## src/rtl/ad100_mem_arbiter.sv

```systemverilog
// ----------------------------------------------------------------------------
// ad100_mem_arbiter
//   Shares one single-port, word-addressed RAM between the CPU instruction
//   fetch port (if_*) and the load/store port (d_*). One access per cycle.
//   The data port normally wins a collision. A starvation counter gives the
//   fetch port the grant after STARVE_MAX consecutive data wins while fetch
//   was waiting. Read data comes back a fixed one cycle after the grant. It
//   is steered to the port that issued the read.
//
// Ports
//   clk_i, reset_i      clock, synchronous active-high reset
//   if_req_i/addr_i     fetch request (held until if_gnt_o)
//   if_gnt_o            fetch accepted this cycle (combinational)
//   if_rvalid_o/rdata_o fetch read return
//   d_req_i/we_i/be_i/addr_i/wdata_i  load/store request (held until d_gnt_o)
//   d_gnt_o             data accepted this cycle (combinational)
//   d_rvalid_o/rdata_o  load read return
//   mem_en_o/we_o/addr_o/wdata_o/rdata_i  RAM side
// ----------------------------------------------------------------------------
module ad100_mem_arbiter #(
    parameter int ADDR_W     = 10,
    parameter int DATA_W     = 32,
    parameter int STARVE_MAX = 4
) (
    input  logic                  clk_i,
    input  logic                  reset_i,
    input  logic                  if_req_i,
    input  logic [ADDR_W-1:0]     if_addr_i,
    output logic                  if_gnt_o,
    output logic                  if_rvalid_o,
    output logic [DATA_W-1:0]     if_rdata_o,
    input  logic                  d_req_i,
    input  logic                  d_we_i,
    input  logic [DATA_W/8-1:0]   d_be_i,
    input  logic [ADDR_W-1:0]     d_addr_i,
    input  logic [DATA_W-1:0]     d_wdata_i,
    output logic                  d_gnt_o,
    output logic                  d_rvalid_o,
    output logic [DATA_W-1:0]     d_rdata_o,
    output logic                  mem_en_o,
    output logic [DATA_W/8-1:0]   mem_we_o,
    output logic [ADDR_W-1:0]     mem_addr_o,
    output logic [DATA_W-1:0]     mem_wdata_o,
    input  logic [DATA_W-1:0]     mem_rdata_i
);

    localparam int          BE_W = DATA_W / 8;
    localparam logic [3:0]  SMAX = 4'(STARVE_MAX);

    typedef enum logic [1:0] {OWN_NONE, OWN_IF, OWN_D} owner_e;

    owner_e     rd_owner_q, rd_owner_d;
    logic [3:0] starve_q, starve_d;

    // Grant decision. Reset masks both grants, and through them the RAM enable.
    always_comb begin
        if_gnt_o = 1'b0;
        d_gnt_o  = 1'b0;
        if (!reset_i) begin
            if (d_req_i && (!if_req_i || (starve_q < SMAX))) begin
                d_gnt_o = 1'b1;
            end else if (if_req_i) begin
                if_gnt_o = 1'b1;
            end
        end
    end

    // RAM drive. The address and write data are zeroed when the RAM is idle.
    always_comb begin
        mem_en_o    = if_gnt_o | d_gnt_o;
        mem_we_o    = '0;
        mem_addr_o  = '0;
        mem_wdata_o = '0;
        if (d_gnt_o) begin
            mem_addr_o = d_addr_i;
            if (d_we_i) begin
                mem_we_o = d_be_i;
            end
        end else if (if_gnt_o) begin
            mem_addr_o = if_addr_i;
        end
        if (mem_en_o) begin
            mem_wdata_o = d_wdata_i;
        end
    end

    // Starvation count and read-return owner, next-state.
    always_comb begin
        starve_d = 4'd0;
        if (d_gnt_o && if_req_i) begin
            starve_d = (starve_q == SMAX) ? starve_q : starve_q + 4'd1;
        end

        rd_owner_d = OWN_NONE;
        if (if_gnt_o) begin
            rd_owner_d = OWN_IF;
        end else if (d_gnt_o && !d_we_i) begin
            rd_owner_d = OWN_D;
        end
    end

    always_ff @(posedge clk_i) begin
        if (reset_i) begin
            starve_q   <= 4'd0;
            rd_owner_q <= OWN_NONE;
        end else begin
            starve_q   <= starve_d;
            rd_owner_q <= rd_owner_d;
        end
    end

    // Gate the valids with reset. A read granted just before reset then never
    // signals valid in the cycle where reset rises.
    assign if_rvalid_o = (rd_owner_q == OWN_IF) && !reset_i;
    assign d_rvalid_o  = (rd_owner_q == OWN_D)  && !reset_i;
    assign if_rdata_o  = mem_rdata_i;
    assign d_rdata_o   = mem_rdata_i;

    logic unused_be_w;
    assign unused_be_w = (BE_W == DATA_W / 8);

endmodule

```

## config.mk

```make
export PLATFORM = sky130hd
export DESIGN_NAME = ad100_mem_arbiter
export DESIGN_NICKNAME = d
export VERILOG_FILES = /design/src/rtl/ad100_mem_arbiter.sv
export SDC_FILE = /design/constraint.sdc
export NUM_CORES = 1
export LEC_CHECK = 0
export ABC_AREA = 1
export BUFFER_PORTS_ARGS = -buffer_cell sky130_fd_sc_hd__buf_2
export CAP_MARGIN = 20
export CORE_AREA = 2 2 80 82
export CTS_BUF_LIST = sky130_fd_sc_hd__clkbuf_16
export DETAILED_ROUTE_END_ITERATION = 10
export DIE_AREA = 0 0 82 84
export PLACE_DENSITY = 0.65
export SYNTH_ARGS = -nofsm -noshare
export SYNTH_HDL_FRONTEND = slang
export SYNTH_SLANG_ARGS = --single-unit
```

## constraint.sdc

```tcl
create_clock -name clk_i -period 0.9 [get_ports clk_i]
set_input_delay 0.045 -clock clk_i [delete_from_list [all_inputs] [get_ports clk_i]]
set_output_delay 0.045 -clock clk_i [all_outputs]
set_load 0.02 [all_outputs]
```

---- Yosys cells after proc, flatten, opt, wreduce, memory -nomap -nowiden ----
Cells that the tools add are included.
storage, ports and cells
  bits in registers ....................... 6
  latch bits .............................. 0
  RAM bits ................................ 0
  ROM bits ................................ 0
  input port bits ......................... 93
  output and inout port bits .............. 115
  logic and storage cells ................. 33
  memories ................................ 0
cells by class
  add/subtract/negate cells ............... 1
  multipliers ............................. 0
  divide/modulo/power cells ............... 0
  $lt $le $gt $ge ......................... 1
  equal/unequal tests ..................... 3
  shifts and indexed selects .............. 0
  multiplexer cells ....................... 12
  bitwise operators ....................... 2
  reduce and logical (&&, ||, !) cells .... 11
operators by type and width
  cell                                                number
  two-way mux 32 bit                                  1
  two-way mux 10 bit                                  2
  two-way mux 4 bit                                   2
  two-way mux 1 bit                                   6
  logical AND 1 bit                                   5
  adder 4 x 1 -> 4 bit, second input constant         1
  == test 4 x 3 -> 1 bit, second input constant       1
  < comparator 4 x 3 -> 1 bit, second input constant  1
  OR reduction 2 bit                                  2
  zero test 1 bit                                     3
  == test 2 x 1 -> 1 bit, second input constant       1
  == test 2 bit, second input constant                1
  two-way mux 2 bit                                   1
  logical OR 1 bit                                    1
  inverter 1 bit                                      1
  OR 1 bit                                            1

---- Depth between registers and ports, before layout ----
Gate-level depths: netlist of the first run.
  depth in word-level cells ............... 8
  mapped depth ............................ 5
  gate-level depth less buffers ........... 5

---- Least setup slack after synthesis of the first run ----
Ideal clock, no wire load.
  path type ............................... flip-flop to output port
  start point ............................. reg starve_q[2]
  end point ............................... out mem_we_o[0]
  arrival time ............................ 1.017 ns
  required time ........................... 0.855 ns
  slack ................................... -0.162 ns
  stages on the path, launching flop included .. 4
  path buffers ............................ 0
  path through ............................ dfxtp_1 -> o21ai_1 -> nand3_1 -> nor2_1
between the ends
  longest elaborated chain between the ends .. 6
ends and longest elaborated chain
  item                         line  RTL
  start, declared              53    logic [3:0] starve_q, starve_d;
  start signal, assigned       107   starve_q <= starve_d;
  < comparator 4 x 3 -> 1 bit  60    if (d_req_i && (!if_req_i || (starve_q < SMAX))) begin
  logical OR 1 bit             60
  logical AND 1 bit            60
  two-way mux 1 bit            60
  two-way mux 1 bit            59    if (!reset_i) begin
  two-way mux 4 bit            74    if (d_gnt_o) begin
  end, declared                41    output logic [DATA_W/8-1:0] mem_we_o,
Every way passes these cells.

---- Final worst setup path of the first run ----
  start point ............................. reg starve_q[3]
  end point ............................... out mem_we_o[2]
The elaborated chain is that of the path after synthesis.

==> results.py, run 1 <==
metrics = {
    "clocking": {
        "cts_buffers": 3,
        "cts.reportedPaths.clkPinSlew_ns": 0.03,
        "worst_skew_pair.late_latency_ns": 0.23,
        "cts_root_buf": "clkbuf_16",
        "postCtsHoldBufs": 0,
        "clk_path_buf_depth": 2,
        "cts_tree": "done",
        "cts_max_level": 1,
        "clock_sinks": 6,
    },
    "power": {
        "peakVddDrop_v": 0.00104,
        "p_int_mw": 1.31,
        "pwr-share-comb_pct": 48.9,
        "power_frac_clock_pct": 36.5,
        "power_mw": 1.94,
        "power_density_nw_per_um2": 907,
        "seqPwrFrac_pct": 14.6,
        "power_leakage_nw": 1.20,
        "p_switching_uw": 635,
        "switching_share_pct": 32.7,
    },
    "critical_path": {
        "worstSetupStartpoint": "starve_q[3]",
        "reg2reg_slack_ns": -0.11,
        "cp_max_fo": 6,
        "worstReg2RegEnd": "rd_owner_q[1]",
        "max_stage_delay_ns": 0.33,
        "critPathArrivalTime_ns": 1.27,
        "crit_path_cell_trace": "o21ai_4, buf_12, nand3_4, nor2_4, buf_6",
        "crit_type": "register to primary output",
        "cp_data_required_time_ns": 0.85,
        "reg2reg_from": "starve_q[3]",
        "crit_end": "mem_we_o[2]",
        "worstSetupEndpointType": "primary output",
        "reg2reg_depth": 4,
        "cp_slowest_cell": "dfxtp_2",
        "worstSetupStartpointType": "register",
    },
    "cells_and_area": {
        "drive_gt1_share_pct": 69.1,
        "area_growth_pct": 73.9,
        "fill_cells": 649,
        "finalNonFillerCells": 352,
        "insertedDiodeCount": 0,
        "num-nets-final": 372,
    },
    "timing": {
        "setup_viol": 44,
        "hold_viol": 0,
        "setup_tns_ns": -7.28,
        "layout_min_cycle_time_ns": 1.32,
        "period_share_pct": 146,
        "postLayoutSetupSlackWorst_ns": -0.416,
        "rsz0062_at_grt": "true",
        "max_freq_mhz": 760,
        "skew_ns": 0.00207,
        "drv_slew": 0,
    },
    "floorplan": {
        "core-area_um2": 6100,
        "io_pins": 208,
        "die_h_um": 84,
        "fp.dieW_um": 82,
        "num_rows": 29,
        "fp.dieArea_um2": 6890,
        "start_util_pct": 20.2,
    },
    "yosys": {
        "synth_flop_cell": "dfxtp_1",
        "netlist_area_um2": 1230,
        "yosys_warnings": 0,
        "synth-edff-count": 0,
        "ys_top_cells_by_area": "buf_4 (40%), nor2_1 (13%), inv_1 (12%)",
        "synth_cell_types": 17,
        "synthArstFlopShare_pct": 0,
        "synthCells": 213,
        "ys_ff_latch": 6,
        "synth_top_area_share_pct": 39.6,
        "syn_nets": 308,
        "synth.avg_cell_area_um2": 5.78,
        "post-synth-top-area-cell": "buf_4",
        "synth-seq-area-share_pct": 9.76,
    },
    "place": {
        "post-place-ws_ns": -0.299,
        "portBuffers": 111,
        "dp.final_hpwl_um": 3120,
        "dp_cells": 342,
        "place_congestion": 0.689,
    },
    "detailed_routing": {
        "ant_nets": 0,
        "via_per_inst": 4.09,
        "first_iter_violations": 47,
        "wl_um": 4370,
        "drc": 0,
        "detail_route.first_pass.iterations": 4,
        "vias": 1440,
        "avgRoutedWirePerCell_um": 12.4,
    },
    "global_route": {
        "antenna_found_initial": 0,
        "overflow": 0,
        "grt_pass1_wl_um": 6350,
        "grt_max_degree": 11,
        "grt_util_all_layers_pct": 11.5,
        "grt_pass1_vias": 1405,
    },
    "job": {
        "cap_violations": 0,
    },
    "min_path": {
        "min_path_type": "input pin to register",
        "holdPathStages": 2,
    },
    "status": {
        "status": "complete, but fails checks",
        "violations": "negative setup slack",
    },
}
[power by group through the flow]
stage | Combinational [mW] | Sequential (mW) | Clock (mW)
6_report | 0.950 | 0.283 | 0.708
5_1_grt | 1.02 | 0.285 | 0.746
4_1_cts | 0.888 | 0.283 | 0.729
3_5_place_dp | 0.734 | 0.285 | 0
3_3_place_gp | 0.727 | 0.284 | 0
2_1_floorplan | 0.799 | 0.284 | 0
[timing repair]
item,4_1_cts,5_1_grt
gates resized for setup,57,45
endpoints found under the setup margin,31,50
pin swaps,4,4
gates cloned,4,0
buffers inserted,2,1
[area by class of cell]
class                      count  area (µm²)  share of cell area, %
clock buffer                   3        75.1                   3.51
inverter                      40         150                   7.01
multi-input combinational     97         673                   31.4
sequential                     6         128                   5.96
tap                           77        96.3                   4.50
timing repair buffer         129        1020                   47.6
[critical path: cells and delay by family, from the launching register on]
family / cells / cell delay, ns
compound gates: 1 / 0.18
buf+inv: 2 / 0.26
flops: 1 / 0.33
simple gates: 2 / 0.28
[cell usage after synthesis (all sizes together), types with 2 or more instances]
library cell,count
o21ai,2
nand3,12
nand2,19
ha,2
inv,40
buf,70
nand4,13
dfxtp,6
nor2,42
a21oi,3
[worst min-delay path by stage]
stage | start | end | slack, ns
after floorplan | reset_i | rd_owner_q[0] | 0.12
after global placement | mem_rdata_i[4] | if_rdata_o[4] | 0.09
after detailed placement | mem_rdata_i[4] | if_rdata_o[4] | 0.09
after CTS | d_we_i | rd_owner_q[1] | 0.04
after global routing | d_we_i | rd_owner_q[1] | 0.06
final | d_we_i | rd_owner_q[1] | 0.04
[cells in the final DEF, fill, tap and decap left out, types with 2 or more instances in the layout]
cell,synthesis,routed
buf_2,5,77
nand4_1,13,13
nor2_1,41,24
inv_1,40,37
nand2_1,19,6
clkbuf_16,0,3
buf_16,0,2
dfxtp_2,0,6
a21oi_1,3,2
nand2_2,0,11
inv_2,0,3
buf_12,0,6
nor2_4,0,7
nor2_2,1,11
buf_4,65,12
nand3_2,0,11
o21ai_4,0,2
buf_8,0,2
buf_6,0,30
nand2_4,0,3
[per-stage QoR]
step | instance area, µm² | hold WS [ns] | util (%)
after floorplan | 1380 | 0.117 | -
after global placement | 1660 | 0.0902 | 27.2
after detailed placement | 1660 | 0.0902 | 27.2
after CTS | 2010 | 0.0384 | 33.0
after global routing | 2140 | 0.0553 | 35.1
final | 2140 | 0.0424 | 35.1
[registers in the layout (all words and copies together) (netlist names)]
name,flops
rd_owner_q,2
starve_q,4
[routing by layer]
metal	global-route usage, %	wire length, µm	up-vias	part of all wire (%)
met1	14.0	1670	637	38
met4	5.91	172	0	3.9
met2	17.9	2120	72	49
met3	3.46	401	27	9.2
li1	-	-	704	-
met5	0	0	-	0
[cell families (layout without fill, tap and decap cells)]
group                      after synthesis  in the layout  synth area share (%)
adders and majority gates                2              2                  2.03
xor gates and xnor gates                 1              1                 0.712
AOI/OAI and AO/OA                        5              5                  2.34
and+or+nand+nor                         87             88                  30.7
buffers and inverters                  111            172                  54.2
other                                    1              1                 0.305
DFF                                      6              6                  9.76
Note: power is estimated with default switching activity, not from simulation.
==> run 2, diff against run 1 <==
--- a/config.mk
+++ b/config.mk
@@ -8,11 +8,13 @@
 export ABC_AREA = 1
 export BUFFER_PORTS_ARGS = -buffer_cell sky130_fd_sc_hd__buf_2
 export CAP_MARGIN = 20
-export CORE_AREA = 2 2 80 82
+export CELL_PAD_IN_SITES_DETAIL_PLACEMENT = 1
+export CELL_PAD_IN_SITES_GLOBAL_PLACEMENT = 1
+export CORE_AREA = 5 5 89 124
 export CTS_BUF_LIST = sky130_fd_sc_hd__clkbuf_16
 export DETAILED_ROUTE_END_ITERATION = 10
-export DIE_AREA = 0 0 82 84
-export PLACE_DENSITY = 0.65
+export DIE_AREA = 0 0 94 129
+export PLACE_DENSITY_LB_ADDON = 0.1
 export SYNTH_ARGS = -nofsm -noshare
 export SYNTH_HDL_FRONTEND = slang
 export SYNTH_SLANG_ARGS = --single-unit
==> run 2 against run 1 <==
Effect of this change:
- the flow still finishes with violations (negative setup slack)
- register-to-register slack about the same
- core utilization fell by 15 points
- combinational power shrank 17%
- global-route usage decreased by 3.6 points
- sequential share of layout area increased by 0.46 points
- critical endpoint is now mem_addr_o[5]
==> results.py, run 2 (synthesis results as in run 1) <==
metrics = {
    "power": {
        "power_density_nw_per_um2": 914,
        "power_leakage_nw": 1.12,
        "power_mw": 1.78,
        "peakVddDrop_v": 0.000666,
    },
    "detailed_routing": {
        "dr.max_layer_used": "met5",
        "wl_met2_um": 2910,
        "wl_um": 5180,
        "vias": 1396,
        "detail_route.first_pass.iterations": 4,
        "drc": 0,
        "met1_length_um": 1550,
        "avgRoutedWirePerCell_um": 12.7,
        "wl_met3_um": 517,
        "ant_nets": 0,
        "via_per_inst": 3.43,
        "first_iter_violations": 25,
    },
    "critical_path": {
        "worst-path-buf-inv": 2,
        "cp_num_cells": 6,
        "cp_data_required_time_ns": 0.85,
        "max_stage_delay_ns": 0.33,
        "crit_family": "flip-flops",
        "reg2reg_depth": 5,
        "crit_type": "register to primary output",
        "crit_path_cell_trace": "o21ai_4, nand2_2, buf_12, nand3_2, nand2_2, buf_4",
        "worstSetupStartpointType": "register",
        "cp_slowest_cell": "dfxtp_2",
        "cp_max_fo": 10,
        "critPathArrivalTime_ns": 1.30,
        "worstSetupEndpointType": "primary output",
        "path_common_cell": "nand2_2",
    },
    "clocking": {
        "cts_root_buf": "clkbuf_16",
        "clk_path_buf_depth": 2,
        "cts_setup_buffers": 0,
        "cts.reportedPaths.clkPinSlew_ns": 0.03,
        "clock_sinks": 6,
        "cts_max_level": 1,
        "cts_buffers": 3,
        "cts_tree": "done",
        "worst_skew_pair.late_latency_ns": 0.22,
        "postCtsHoldBufs": 0,
    },
    "cells_and_area": {
        "largest_reg_flops": 4,
        "mostFrequentLayoutCell": "buf_2",
        "reg_top3": "starve_q (4), rd_owner_q (2)",
        "most-common-layout-cells": "buf_2 (94), inv_1 (36), nor2_1 (34), buf_4 (18), nand4_1 (13)",
        "num-nets-final": 369,
        "drive_gt1_share_pct": 64.7,
        "insertedDiodeCount": 0,
        "area_growth_pct": 58.3,
        "utilization_pct": 19.9,
        "regMostFlops": "starve_q",
    },
    "timing": {
        "rsz0062_at_grt": "true",
        "skew_ns": 0.00139,
        "setup_viol": 22,
        "period_share_pct": 150,
        "postLayoutSetupSlackWorst_ns": -0.450,
        "drv_slew": 0,
        "hold_viol": 0,
        "whs_ns": 0.0519,
        "layout_min_cycle_time_ns": 1.35,
        "max_freq_mhz": 741,
    },
    "global_route": {
        "grt_pass1_wl_um": 7420,
        "grt_pass1_vias": 1464,
        "overflow": 0,
        "antenna_found_initial": 1,
        "grt_max_degree": 34,
        "grt_util_all_layers_pct": 7.93,
    },
    "floorplan": {
        "fp.dieArea_um2": 12100,
        "io_pins": 208,
        "num_rows": 43,
        "die_h_um": 129,
        "start_util_pct": 12.6,
        "core-area_um2": 9790,
        "fp.dieW_um": 94,
    },
    "status": {
        "violations": "negative setup slack",
        "status": "complete, but fails checks",
    },
    "job": {
        "cap_violations": 0,
    },
    "min_path": {
        "min_path_type": "input pin to register",
        "holdPathStages": 2,
    },
    "place": {
        "place_congestion": 0.678,
        "portBuffers": 111,
        "dp.final_hpwl_um": 4510,
    },
}
[run 2: report_power, final]
part | switching (mW) | internal (mW)
Sequential | 0.00576 | 0.277
Combinational | 0.453 | 0.337
Clock | 0.141 | 0.569
[run 2: stage by stage]
stage / TNS, ns / setup WS (ns) / area (µm²) / instances
5_1_grt: -8.23 / -0.506 / 1950 / 407
4_1_cts: -6.94 / -0.450 / 1910 / 407
6_report: -6.94 / -0.450 / 1950 / 407
3_3_place_gp: -5.03 / -0.200 / 1730 / 404
3_5_place_dp: -4.48 / -0.208 / 1730 / 404
2_1_floorplan: -0.480 / -0.0404 / 1380 / 213
[run 2: final timing paths]
check,slack (ns),from,endpoint
worst min-delay path,0.05,d_we_i,rd_owner_q[1]
worst max-delay path,-0.45,starve_q[2],mem_addr_o[5]
worst max register to register,-0.12,starve_q[2],rd_owner_q[0]
worst min register to register,0.53,starve_q[0],starve_q[0]
[run 2: cell type report]
type                            count  area, µm²
Timing Repair Buffer              127        797
Fill cell                        1273       7840
Tap cell                          135        169
Clock buffer                        3       75.1
Multi-Input combinational cell     96        631
Sequential cell                     6        125
Inverter                           40        153
[run 2: worst reg2reg max path, cell delays in order (launching register included)]
cell     delay, ns
dfxtp_2       0.33
o21ai_4       0.22
nand2_2       0.11
buf_4         0.15
nand2_4       0.05
nor2_1        0.05
[run 2: routing by layer]
layer	vias up	track usage, %
li1	696	-
met1	603	6.74
met2	62	16.1
met3	33	2.46
met4	2	3.74
met5	-	0
[run 2: repair_timing]
action                     CTS  global route
hold endpoints to repair     0             0
setup endpoints to repair   55            40
pin swaps                    7             5
resized for setup           35            11
==> run 3, diff against run 2 <==
--- a/config.mk
+++ b/config.mk
@@ -7,13 +7,13 @@
 export LEC_CHECK = 0
 export ABC_AREA = 1
 export BUFFER_PORTS_ARGS = -buffer_cell sky130_fd_sc_hd__buf_2
-export CAP_MARGIN = 20
+export CAP_MARGIN = 0
 export CELL_PAD_IN_SITES_DETAIL_PLACEMENT = 1
 export CELL_PAD_IN_SITES_GLOBAL_PLACEMENT = 1
-export CORE_AREA = 5 5 89 124
+export CORE_AREA = 10 10 94 129
 export CTS_BUF_LIST = sky130_fd_sc_hd__clkbuf_16
 export DETAILED_ROUTE_END_ITERATION = 10
-export DIE_AREA = 0 0 94 129
+export DIE_AREA = 0 0 104 139
 export PLACE_DENSITY_LB_ADDON = 0.1
 export SYNTH_ARGS = -nofsm -noshare
 export SYNTH_HDL_FRONTEND = slang
==> run 3 against run 2 <==
Effect of this change:
- the run still ends with negative setup slack left
- flip-flop and latch count stayed put
- worst setup slack better by 0.031 ns
- hold slack worse by 0.0078 ns
- combinational power is 21% higher
- wire length is 19% higher
- first-iteration DRC count is 8.0% lower
- global-route usage is 0.51 points lower
==> results.py, run 3 (synthesis results as in run 1) <==
metrics = {
    "clocking": {
        "cts_buffers": 3,
        "cts_tree": "done",
        "postCtsHoldBufs": 0,
        "worst_skew_pair.late_latency_ns": 0.23,
        "clk_path_buf_depth": 2,
        "cts.reportedPaths.clkPinSlew_ns": 0.03,
        "cts_max_level": 1,
        "clock_sinks": 6,
        "cts_root_buf": "clkbuf_16",
    },
    "detailed_routing": {
        "via_per_inst": 3.51,
        "avgRoutedWirePerCell_um": 14.9,
        "detail_route.first_pass.iterations": 4,
        "first_iter_violations": 23,
        "vias": 1449,
        "ant_nets": 0,
        "wl_um": 6150,
        "drc": 0,
    },
    "job": {
        "cap_violations": 0,
    },
    "floorplan": {
        "die_h_um": 139,
        "core-area_um2": 9790,
        "fp.dieW_um": 104,
        "start_util_pct": 12.6,
        "io_pins": 208,
        "fp.dieArea_um2": 14500,
        "num_rows": 43,
    },
    "place": {
        "post-place-ws_ns": -0.185,
        "place_congestion": 0.694,
        "dp.final_hpwl_um": 4930,
        "portBuffers": 111,
        "placed_cell_area_um2": 1730,
    },
    "min_path": {
        "min_path_type": "input pin to register",
    },
    "timing": {
        "hold_viol": 0,
        "max_freq_mhz": 759,
        "setup_tns_ns": -6.96,
        "layout_min_cycle_time_ns": 1.32,
        "rsz0062_at_grt": "true",
        "postLayoutSetupSlackWorst_ns": -0.418,
        "period_share_pct": 146,
        "drv_slew": 0,
        "setup_viol": 37,
        "whs_ns": 0.0441,
        "skew_ns": 0.000394,
    },
    "global_route": {
        "grt_util_all_layers_pct": 7.42,
        "grt_pass1_vias": 1556,
        "overflow": 0,
        "antenna_found_initial": 0,
        "grt_max_degree": 34,
        "grt_pass1_wl_um": 8690,
    },
    "cells_and_area": {
        "num-nets-final": 375,
        "most-common-layout-cells": "buf_2 (61), buf_4 (44), inv_1 (36), nor2_1 (19), buf_6 (19)",
        "insertedDiodeCount": 0,
        "fill_cells": 1216,
        "largest_reg_flops": 4,
        "multiInputGateArea_um2": 684,
        "area_growth_pct": 81.5,
        "design_area_um2": 2230,
        "regMostFlops": "starve_q",
        "mostFrequentLayoutCell": "buf_2",
        "final-seq-area_um2": 126,
        "reg_top3": "starve_q (4), rd_owner_q (2)",
        "drive_gt1_share_pct": 71.9,
    },
    "status": {
        "status": "complete, but fails checks",
        "violations": "negative setup slack",
    },
    "critical_path": {
        "cp_data_required_time_ns": 0.85,
        "worstSetupEndpointType": "primary output",
        "worstSetupStartpointType": "register",
        "critPathArrivalTime_ns": 1.27,
        "reg2reg_slack_ns": -0.32,
        "crit_type": "register to primary output",
        "cp_max_fo": 10,
    },
    "power": {
        "power_density_nw_per_um2": 879,
        "power_leakage_nw": 1.19,
        "power_mw": 1.96,
        "peakVddDrop_v": 0.000661,
    },
}
## run 3: repair_timing
item                                    4_1_cts  5_1_grt
endpoints found under the setup margin       23       54
cloned                                        0        4
pin swaps                                     3        6
buffers inserted                              2        3
gates resized for setup                      38       69
## run 3: final cells by class
type / count / area share [%]
timing repair buffer: 133 / 46.0
multi-input combinational: 96 / 30.6
tap: 135 / 7.56
inverter: 40 / 6.83
sequential: 6 / 5.66
clock buffer: 3 / 3.36
## run 3: path summary, 6_finish.rpt
check / to / cells past startpoint / startpoint
setup reg to reg: rd_owner_q[1] / 6 / starve_q[3]
setup / recovery: mem_addr_o[6] / 6 / starve_q[3]
hold / removal: rd_owner_q[1] / 2 / d_we_i
hold reg to reg: starve_q[1] / 3 / starve_q[1]
## run 3: metrics by stage
step	std cells	utilization, %
after floorplan	213	-
after global placement	403	17.6
after detailed placement	403	17.6
after CTS	408	19.7
after global routing	413	22.8
final	413	22.8
## run 3: critical path: stages (launching register included)
cell	delay [ns]
dfxtp_2	0.33
o21ai_4	0.19
nand2_2	0.11
buf_12	0.16
nand3_2	0.06
nand2_2	0.05
buf_4	0.15
## run 3: power by group
part / internal, mW / total (mW) / switching [mW]
logic: 0.459 / 0.956 / 0.497
clock network: 0.571 / 0.725 / 0.154
registers: 0.277 / 0.283 / 0.00656
total: 1.31 / 1.96 / 0.658
## run 3: per-layer routing
| metal | vias to the layer above | GRT usage (%) | share of wire [%] |
|---|---|---|---|
| met4 | 0 | 3.53 | 3.1 |
| met2 | 59 | 15.1 | 59 |
| met1 | 660 | 6.23 | 30 |
| met3 | 27 | 2.23 | 7.7 |
| li1 | 703 | - | - |
| met5 | - | 0 | 0 |
